===== config.mk =====
export PLATFORM = sky130hd
export DESIGN_NAME = fetch_queue
export DESIGN_NICKNAME = d
export VERILOG_FILES = /design/src/rtl/fetch_queue.sv
export SDC_FILE = /design/constraint.sdc
export NUM_CORES = 1
export LEC_CHECK = 0
export BUFFER_PORTS_ARGS = -buffer_cell sky130_fd_sc_hd__buf_2
export CAP_MARGIN = 15
export CORE_UTILIZATION = 53
export CTS_BUF_LIST = sky130_fd_sc_hd__clkbuf_8 sky130_fd_sc_hd__clkbuf_16
export DETAILED_ROUTE_END_ITERATION = 8
export GPL_ROUTABILITY_DRIVEN = 0
export GPL_TIMING_DRIVEN = 0
export PLACE_DENSITY = 0.77
export SLEW_MARGIN = 20
export SYNTH_ARGS = -nofsm -noshare
export SYNTH_HDL_FRONTEND = slang
export SYNTH_SLANG_ARGS = --single-unit

===== constraint.sdc =====
create_clock -name clk -period 2.9 [get_ports clk]
set_input_delay 0.58 -clock clk [delete_from_list [all_inputs] [get_ports clk]]
set_output_delay 0.58 -clock clk [all_outputs]
set_load 0.02 [all_outputs]

===== src/rtl/fetch_queue.sv =====
// -----------------------------------------------------------------------------
// fetch_queue
//   Instruction-fetch front end. Generates sequential fetch addresses, issues
//   them to a multi-cycle instruction memory over a req/ready handshake (one
//   request outstanding at most), and buffers returned words with their PCs
//   in a DEPTH-entry FIFO feeding the IF/ID register. A flush from ID
//   redirects fetch; a request already on the bus when the flush arrives is
//   allowed to complete and its data is dropped (DISCARD state).
//
//   Optional build macro:
//     FETCH_BYPASS_EN - when the FIFO is empty, a word arriving from memory is
//                       presented on the inst_* outputs in the same cycle and
//                       is consumed without being written if inst_ready_i=1.
//
//   Ports:
//     clk            rising-edge clock
//     rst            asynchronous reset, active low
//     flush_i        redirect fetch (branch taken in ID)
//     flush_target_i redirect address, low two bits ignored
//     mem_req_o      memory request valid
//     mem_addr_o     memory request address
//     mem_ready_i    memory accepts request; mem_data_i valid same cycle
//     mem_data_i     fetched instruction word
//     inst_valid_o   head entry valid
//     inst_o         head instruction (0 when empty)
//     inst_pc_o      head PC (0 when empty)
//     inst_ready_i   downstream pops the head
//     count_o        FIFO occupancy
// -----------------------------------------------------------------------------
module fetch_queue #(
  parameter int                 ADDR_W   = 32,
  parameter int                 INST_W   = 32,
  parameter int                 DEPTH    = 4,
  parameter logic [ADDR_W-1:0]  RESET_PC = '0
) (
  input  logic                       clk,
  input  logic                       rst,
  input  logic                       flush_i,
  input  logic [ADDR_W-1:0]          flush_target_i,
  output logic                       mem_req_o,
  output logic [ADDR_W-1:0]          mem_addr_o,
  input  logic                       mem_ready_i,
  input  logic [INST_W-1:0]          mem_data_i,
  output logic                       inst_valid_o,
  output logic [INST_W-1:0]          inst_o,
  output logic [ADDR_W-1:0]          inst_pc_o,
  input  logic                       inst_ready_i,
  output logic [$clog2(DEPTH):0]     count_o
);

  localparam int PW = $clog2(DEPTH);
  localparam int CW = PW + 1;
  localparam logic [CW-1:0] DEPTH_C = CW'(DEPTH);

  typedef enum logic [1:0] {
    S_IDLE    = 2'd0,
    S_REQ     = 2'd1,
    S_DISCARD = 2'd2
  } state_e;

  typedef struct packed {
    logic [ADDR_W-1:0] pc;
    logic [INST_W-1:0] inst;
  } entry_t;

  // ---------------------------------------------------------------------------
  // State
  // ---------------------------------------------------------------------------
  state_e              state_q, state_d;
  logic [ADDR_W-1:0]   pc_q, pc_d;        // next address to fetch
  logic [ADDR_W-1:0]   stale_q, stale_d;  // address still on the bus in DISCARD
  logic [PW-1:0]       wr_q, wr_d;
  logic [PW-1:0]       rd_q, rd_d;
  logic [CW-1:0]       cnt_q, cnt_d;
  entry_t [DEPTH-1:0]  mem_q;

  // ---------------------------------------------------------------------------
  // Handshake / FIFO control
  // ---------------------------------------------------------------------------
  logic              xfer;
  logic              fifo_pop;
  logic              push;
  logic              byp;       // same-cycle forward of memory data
  logic              byp_take;  // forwarded word consumed downstream
  logic [CW-1:0]     cnt_pop;   // count after this cycle's pop
  logic [CW-1:0]     cnt_post;  // count after pop and push
  logic [ADDR_W-1:0] target;
  entry_t            head;

  assign mem_req_o = (state_q != S_IDLE);
  assign xfer      = mem_req_o & mem_ready_i;
  assign fifo_pop  = (cnt_q != '0) & inst_ready_i;

`ifdef FETCH_BYPASS_EN
  assign byp      = (cnt_q == '0) & (state_q == S_REQ) & mem_ready_i & ~flush_i;
  assign byp_take = byp & inst_ready_i;
`else
  assign byp      = 1'b0;
  assign byp_take = 1'b0;
`endif

  // Only REQ-state transfers carry live data; a flush kills the word.
  assign push     = (state_q == S_REQ) & xfer & ~flush_i & ~byp_take;
  assign cnt_pop  = cnt_q - CW'(fifo_pop);
  assign cnt_post = cnt_pop + CW'(push);

  // Word-align by masking rather than slicing so every target bit is used.
  assign target   = flush_target_i & ~ADDR_W'(3);

  // ---------------------------------------------------------------------------
  // Fetch FSM
  // ---------------------------------------------------------------------------
  always_comb begin
    state_d = state_q;
    pc_d    = pc_q;
    stale_d = stale_q;
    if (flush_i) begin
      pc_d = target;
      unique case (state_q)
        S_IDLE:    state_d = S_REQ;
        S_REQ: begin
          if (xfer) begin
            state_d = S_REQ;
          end else begin
            // Request can't be withdrawn; keep its address on the bus.
            state_d = S_DISCARD;
            stale_d = pc_q;
          end
        end
        S_DISCARD: state_d = xfer ? S_REQ : S_DISCARD;
        default:   state_d = S_IDLE;
      endcase
    end else begin
      unique case (state_q)
        S_IDLE: begin
          if (cnt_pop < DEPTH_C) state_d = S_REQ;
        end
        S_REQ: begin
          if (xfer) begin
            pc_d    = pc_q + ADDR_W'(4);
            state_d = (cnt_post < DEPTH_C) ? S_REQ : S_IDLE;
          end
        end
        S_DISCARD: begin
          if (xfer) state_d = S_REQ;
        end
        default: state_d = S_IDLE;
      endcase
    end
  end

  always_ff @(posedge clk or negedge rst) begin
    if (!rst) begin
      state_q <= S_IDLE;
      pc_q    <= RESET_PC;
      stale_q <= RESET_PC;
    end else begin
      state_q <= state_d;
      pc_q    <= pc_d;
      stale_q <= stale_d;
    end
  end

  // ---------------------------------------------------------------------------
  // FIFO pointers / occupancy
  // ---------------------------------------------------------------------------
  always_comb begin
    wr_d  = wr_q;
    rd_d  = rd_q;
    cnt_d = cnt_q;
    if (flush_i) begin
      wr_d  = '0;
      rd_d  = '0;
      cnt_d = '0;
    end else begin
      if (push)     wr_d = wr_q + PW'(1);
      if (fifo_pop) rd_d = rd_q + PW'(1);
      cnt_d = cnt_post;
    end
  end

  always_ff @(posedge clk or negedge rst) begin
    if (!rst) begin
      wr_q  <= '0;
      rd_q  <= '0;
      cnt_q <= '0;
    end else begin
      wr_q  <= wr_d;
      rd_q  <= rd_d;
      cnt_q <= cnt_d;
    end
  end

  // Storage needs no reset: entries are only visible when counted.
  always_ff @(posedge clk) begin
    if (push) begin
      mem_q[wr_q].pc   <= pc_q;
      mem_q[wr_q].inst <= mem_data_i;
    end
  end

  // ---------------------------------------------------------------------------
  // Outputs
  // ---------------------------------------------------------------------------
  assign head       = mem_q[rd_q];
  assign mem_addr_o = (state_q == S_DISCARD) ? stale_q : pc_q;
  assign count_o    = cnt_q;

  always_comb begin
    inst_valid_o = 1'b0;
    inst_o       = '0;
    inst_pc_o    = '0;
    if (cnt_q != '0) begin
      inst_valid_o = 1'b1;
      inst_o       = head.inst;
      inst_pc_o    = head.pc;
    end else if (byp) begin
      inst_valid_o = 1'b1;
      inst_o       = mem_data_i;
      inst_pc_o    = pc_q;
    end
  end

endmodule


# ---- Word-level counts from Yosys, hierarchy flattened
# Cells that the tools add are included.
dict set report word_totals {
  regBits 329
  latch_bits 0
  ramBits 0
  mem_bits_ro 0
  in_bits 69
  output_inout_bits 101
  wordCells 75
  n_memories 0
}
dict set report op_classes {
  addsub 5
  mul 0
  div 0
  magnitude_cmp 5
  n_eq_ne 5
  shift 0
  mux 28
  n_bitwise 6
  reduce_logical 12
}
# op n
set ops {}
lappend ops {{$bwmux 256} 2}
lappend ops {{$demux 64 s2} 2}
lappend ops {{$mux 32} 7}
lappend ops {{$bmux 64 s2} 1}
lappend ops {{$mux 64} 2}
lappend ops {{$add 32x3->32 const B} 1}
lappend ops {{$mux 2} 9}
lappend ops {{$reduce_bool 2->1} 5}
lappend ops {{$ne 3x3->1 const B} 3}
lappend ops {{$lt 2x3->1 const B} 2}
lappend ops {{$lt 3x3->1 const B} 2}
lappend ops {{$pmux 2 s3} 1}
lappend ops {{$reduce_and 3->1} 2}
lappend ops {{$add 2x1->2 const B} 2}
lappend ops {{$and 1x1->1} 4}
lappend ops {{$pmux 2 s2} 1}
lappend ops {{$add 3x1->3} 1}
lappend ops {{$mux 3} 1}
lappend ops {{$reduce_bool 3->1} 1}
lappend ops {{$sub 3x1->3} 1}
lappend ops {{$eq 2x1->1 const B} 1}
lappend ops {{$eq 2x2->1 const B} 1}
lappend ops {{$ge 2x1->1 const B} 1}
lappend ops {{$logic_not 2->1} 1}
lappend ops {{5 further kinds} 7}

# ---- Longest topological paths before layout
dict set report depth {
  ltp_word 10
  ltp_mapped 10
  mapped_depth_nobuf 9
}

# ---- Least setup slack after synthesis
# OpenSTA, ideal clock, no wires.
dict set report synth_path {
  path_type {reg-to-reg}
  from {reg state_q[0]}
  to {reg mem_q[0] (netlist name) (enable)}
  setup_time_ps 427
  arrival_time_ps 2775
  t_required_ps 2473
  slack_ps -302
  path_stages_with_launch 6
  path_buffers 1
  synth_period_minus_slack_ps 3202
  path_cell_list {dfrtp_1 > inv_1 > ha_1 > and3b_1 > clkbuf_1 > and3_1}
}
dict set report synth_via {
  elab_chain_cells 4
  word_cells_on_any_way 5
  cone_classes {eq/ne: 1; bitwise: 3; reduce/logical: 1}
}
# element line_no
set synth_rtl {}
lappend synth_rtl {{start: declaration} 69} ;# state_e state_q, state_d;
lappend synth_rtl {{start signal: assignment} 158} ;# state_q <= state_d;
lappend synth_rtl {{$reduce_bool 2->1} 90} ;# assign mem_req_o = (state_q != S_IDLE);
lappend synth_rtl {{$and 1x1->1} 91} ;# assign xfer = mem_req_o & mem_ready_i;
lappend synth_rtl {{$and 1x1->1 (*) (2 in a row)} 103} ;# assign push = (state_q == S_REQ) & xfer & ~flush_i & ~byp_take;
lappend synth_rtl {{end: declaration} 75} ;# entry_t [DEPTH-1:0] mem_q;
# Mark *: on every way between the ends. The rest lies on a longest branch, timed or not.
# A chain may end at the register's enable or synchronous reset.

# ---- Worst setup path in the final report
dict set report layout_path {
  from {reg rd_q[0]}
  to {out inst_pc_o[6]}
}
dict set report layout_via {
  elab_chain_cells 3
}
# element line_no
set layout_rtl {}
lappend layout_rtl {{start: declaration} 73} ;# logic [PW-1:0] rd_q, rd_d;
lappend layout_rtl {{start signal: assignment} 189} ;# rd_q <= rd_d;
lappend layout_rtl {{$bmux 64 s2} 205} ;# assign head = mem_q[rd_q];
lappend layout_rtl {{$mux 64 (implied by the code)} 205}
lappend layout_rtl {{$mux 32} 213} ;# if (cnt_q != '0) begin
lappend layout_rtl {{end: declaration} 46} ;# output logic [ADDR_W-1:0] inst_pc_o,
# No other way between the ends. The select of a mux whose other input is x is not followed.

==> flow_summary.yaml <==
floorplan:
  start_util_pct: 53.9
  die_w_um: 165
  coreArea_um2: 26000
  die-area_um2: 27100
  row_count: 59
  die_h_um: 165
  pin_count: 170
job:
  maxCapViolations: 0
worst_setup_path:
  slowest_stage: "mux4_2"
  max_stage_delay_ns: 0.53
  critical_path_class: "reg -> out"
  end_kind: "output pin"
  crit_required_ns: 2.32
  startpoint_type: "flip-flop"
  critPathBufInv: 3
  worstPathArrival_ns: 2.18
  crit_fanout: 10
  crit_family: "multiplexers"
  crit_chain: "buf_12 -> buf_6 -> mux4_2 -> and2_1 -> buf_2"
synthesis:
  yosysWarnings: 0
  synthCells: 897
  synth_area_um2: 14000
  ys_ff_latch: 317
  yosysSeqAreaShare_pct: 65.5
  syn_area_per_cell_um2: 15.6
  yosysUniqueCellTypes: 40
cells_and_area:
  drive_gt1_share_pct: 32.9
  area_growth_pct: 18.4
  fin_area_um2: 16600
  final_cells: 1464
  nets: 1184
  fillers: 1944
power_and_ir_drop:
  leakagePower_uw: 0.00620
  total_power_uw: 13900
  p_per_area_nw_per_um2: 842
  ir_worst_vdd_mv: 0.707
sta:
  finalCriticalPeriod_ns: 2.76
  setup_viol: 0
  tns_ns: 0
  hold_violations: 0
  whs_ns: 0.278
  fmax_mhz: 362
  finalCritPeriodShare_pct: 95.2
  finalClockSkew_ns: 0.0179
  rsz0062_at_grt: "no"
  finalMaxSlewViolations: 0
  worst_pin_slew_ns: 0.745
  relSlewSlack_pct: 49.9
global_routing:
  grt_max_degree: 46
  track_usage_pct: 22.6
  gr-total-overflow: 0
  first_global_vias: 8059
  antenna_found_initial: 1
  grt_pass1_wl_um: 45300
run_status:
  status: "finished clean"
route:
  wl_um: 29300
  drc: 0
  wire_per_inst_um: 20.0
  dr.pass1.iters: 5
  drtIter0Drc: 581
  vias_per_cell: 5.50
  ant_nets: 0
  vias: 8058
clock_network:
  cts.htree.levels: 2
  cts_made_buffers: 34
  insertion_delay_ns: 0.51
  cts_root_buf: "clkbuf_16"
  cts_buffer_depth: 3
  cts_tree: "built"
  cts.sinks: 317
  clk_pin_slew_ns: 0.06
min_path:
  hold_class: "in -> reg"
placed_design:
  postPlaceCellArea_um2: 15400
  dp_hpwl_um: 19100
  dp.cells: 1402
  portBuffers: 162
worst register-to-register path: stages (launching register included):
cell      delay, ns
dfrtp_1        0.40
inv_1          0.08
ha_1           0.28
and3b_1        0.30
clkbuf_2       0.29
and3_4         0.56
buf_12         0.31
report_power, final:
part | switching, uW | internal [uW] | total, uW
Clock | 1700 | 2560 | 4260
Combinational | 2260 | 1700 | 3960
Sequential | 296 | 5440 | 5730
layout by cell type, fill, tap and decap left out, types with 14 or more instances in the layout:
cell type / instances
o21ai_0: 32
mux4_2: 62
xnor2_1: 16
nand2_1: 47
and2_1: 196
edfxtp_1: 248
clkbuf_1: 27
clkbuf_16: 35
nor2_1: 14
dfrtp_1: 67
inv_1: 23
mux2_2: 57
buf_2: 163
xor2_1: 17
kinds of logic after synthesis:
kind of cell	after synthesis	synth area share [%]
XOR/XNOR	33	2.06
multiplexers	120	14.6
other	1	0.0268
AND/OR/NAND/NOR	307	13.2
AO/OA/AOI/OAI	39	1.46
flip-flops	317	65.5
buffers and inverters	67	1.97
adder cells (fa/ha/maj)	13	1.16
per-stage QoR:
stage,utilization [%],setup slack (ns)
after global routing,63.8,0.0386
after floorplan,-,0.378
after CTS,63.7,0.00613
after detailed placement,59.2,-0.0159
after global placement,58.7,-0.478
final,63.8,0.139
cell usage after synthesis, drive strengths merged:
cell type / n / share of area (%)
edfxtp: 248 / 53
and2: 196 / 8.8
dfrtp: 69 / 12
mux4: 62 / 10
mux2: 57 / 4.6
nand2: 47 / 1.3
clkbuf: 40 / 1.1
o21ai: 33 / 1.2
xor2: 17 / 1.1
xnor2: 16 / 1.0
buf: 14 / 0.55
nand4: 14 / 0.84
nor2: 14 / 0.38
ha: 13 / 1.2
inv: 13 / 0.35
nand3: 8 / 0.29
and3: 7 / 0.32
nor4: 6 / 0.48
nor3: 4 / 0.14
a21oi: 3 / 0.11
nor2b: 3 / 0.13
nand4b: 2 / 0.23
a22oi: 1 / 0.054
a311oi: 1 / 0.063
and3b: 1 / 0.063
conb: 1 / 0.027
mux2i: 1 / 0.072
nand2b: 1 / 0.045
o31ai: 1 / 0.054
or2: 1 / 0.045
or3: 1 / 0.045
or4: 1 / 0.054
or4b: 1 / 0.072
layout make-up:
cell class	count	area, um2	share of cell area, %
Inverter	13	48.8	0.294
Buffer	49	244	1.47
Antenna cell	2	5.00	0.0302
Multi-Input combinational cell	516	4590	27.7
Tap cell	335	419	2.53
Clock buffer	39	931	5.62
Sequential cell	317	9180	55.4
Timing Repair Buffer	171	981	5.92
Clock inverter	22	179	1.08
registers in the layout, summed over array words and instances, names as in the netlist:
signal and flops:
mem_q 248, pc_q 30, stale_q 30, count_o 3
rd_q 2, state_q 2, wr_q 2
timing repair:
action / CTS / global route
setup endpoints to repair: 90 / 147
pin swaps: 0 / 1
resized for setup: 16 / 9
endpoints found under the hold margin: 26 / 0
hold buffers: 1 / 0
buffers inserted: 3 / 0
layer usage:
layer	share of wire [%]	track usage, %	up-vias
li1	-	-	3708
met1	43	30.9	4030
met2	49	37.1	280
met5	0.044	0	-
met3	6.7	4.60	38
met4	1.6	5.59	2
worst paths after layout:
check | slack [ns] | cells past startpoint | endpoint | start
max in group asynchronous | 1.77 | 3 | pc_q[27] | rst
min reg2reg | 0.50 | 2 | stale_q[23] | stale_q[23]
max | 0.14 | 5 | inst_pc_o[6] | rd_q[0]
min | 0.28 | 3 | pc_q[8] | flush_target_i[8]
min in group asynchronous | 0.55 | 2 | stale_q[18] | rst
max reg2reg | 0.34 | 6 | mem_q[11] | state_q[0]
Power figures use the tool's default switching activity.
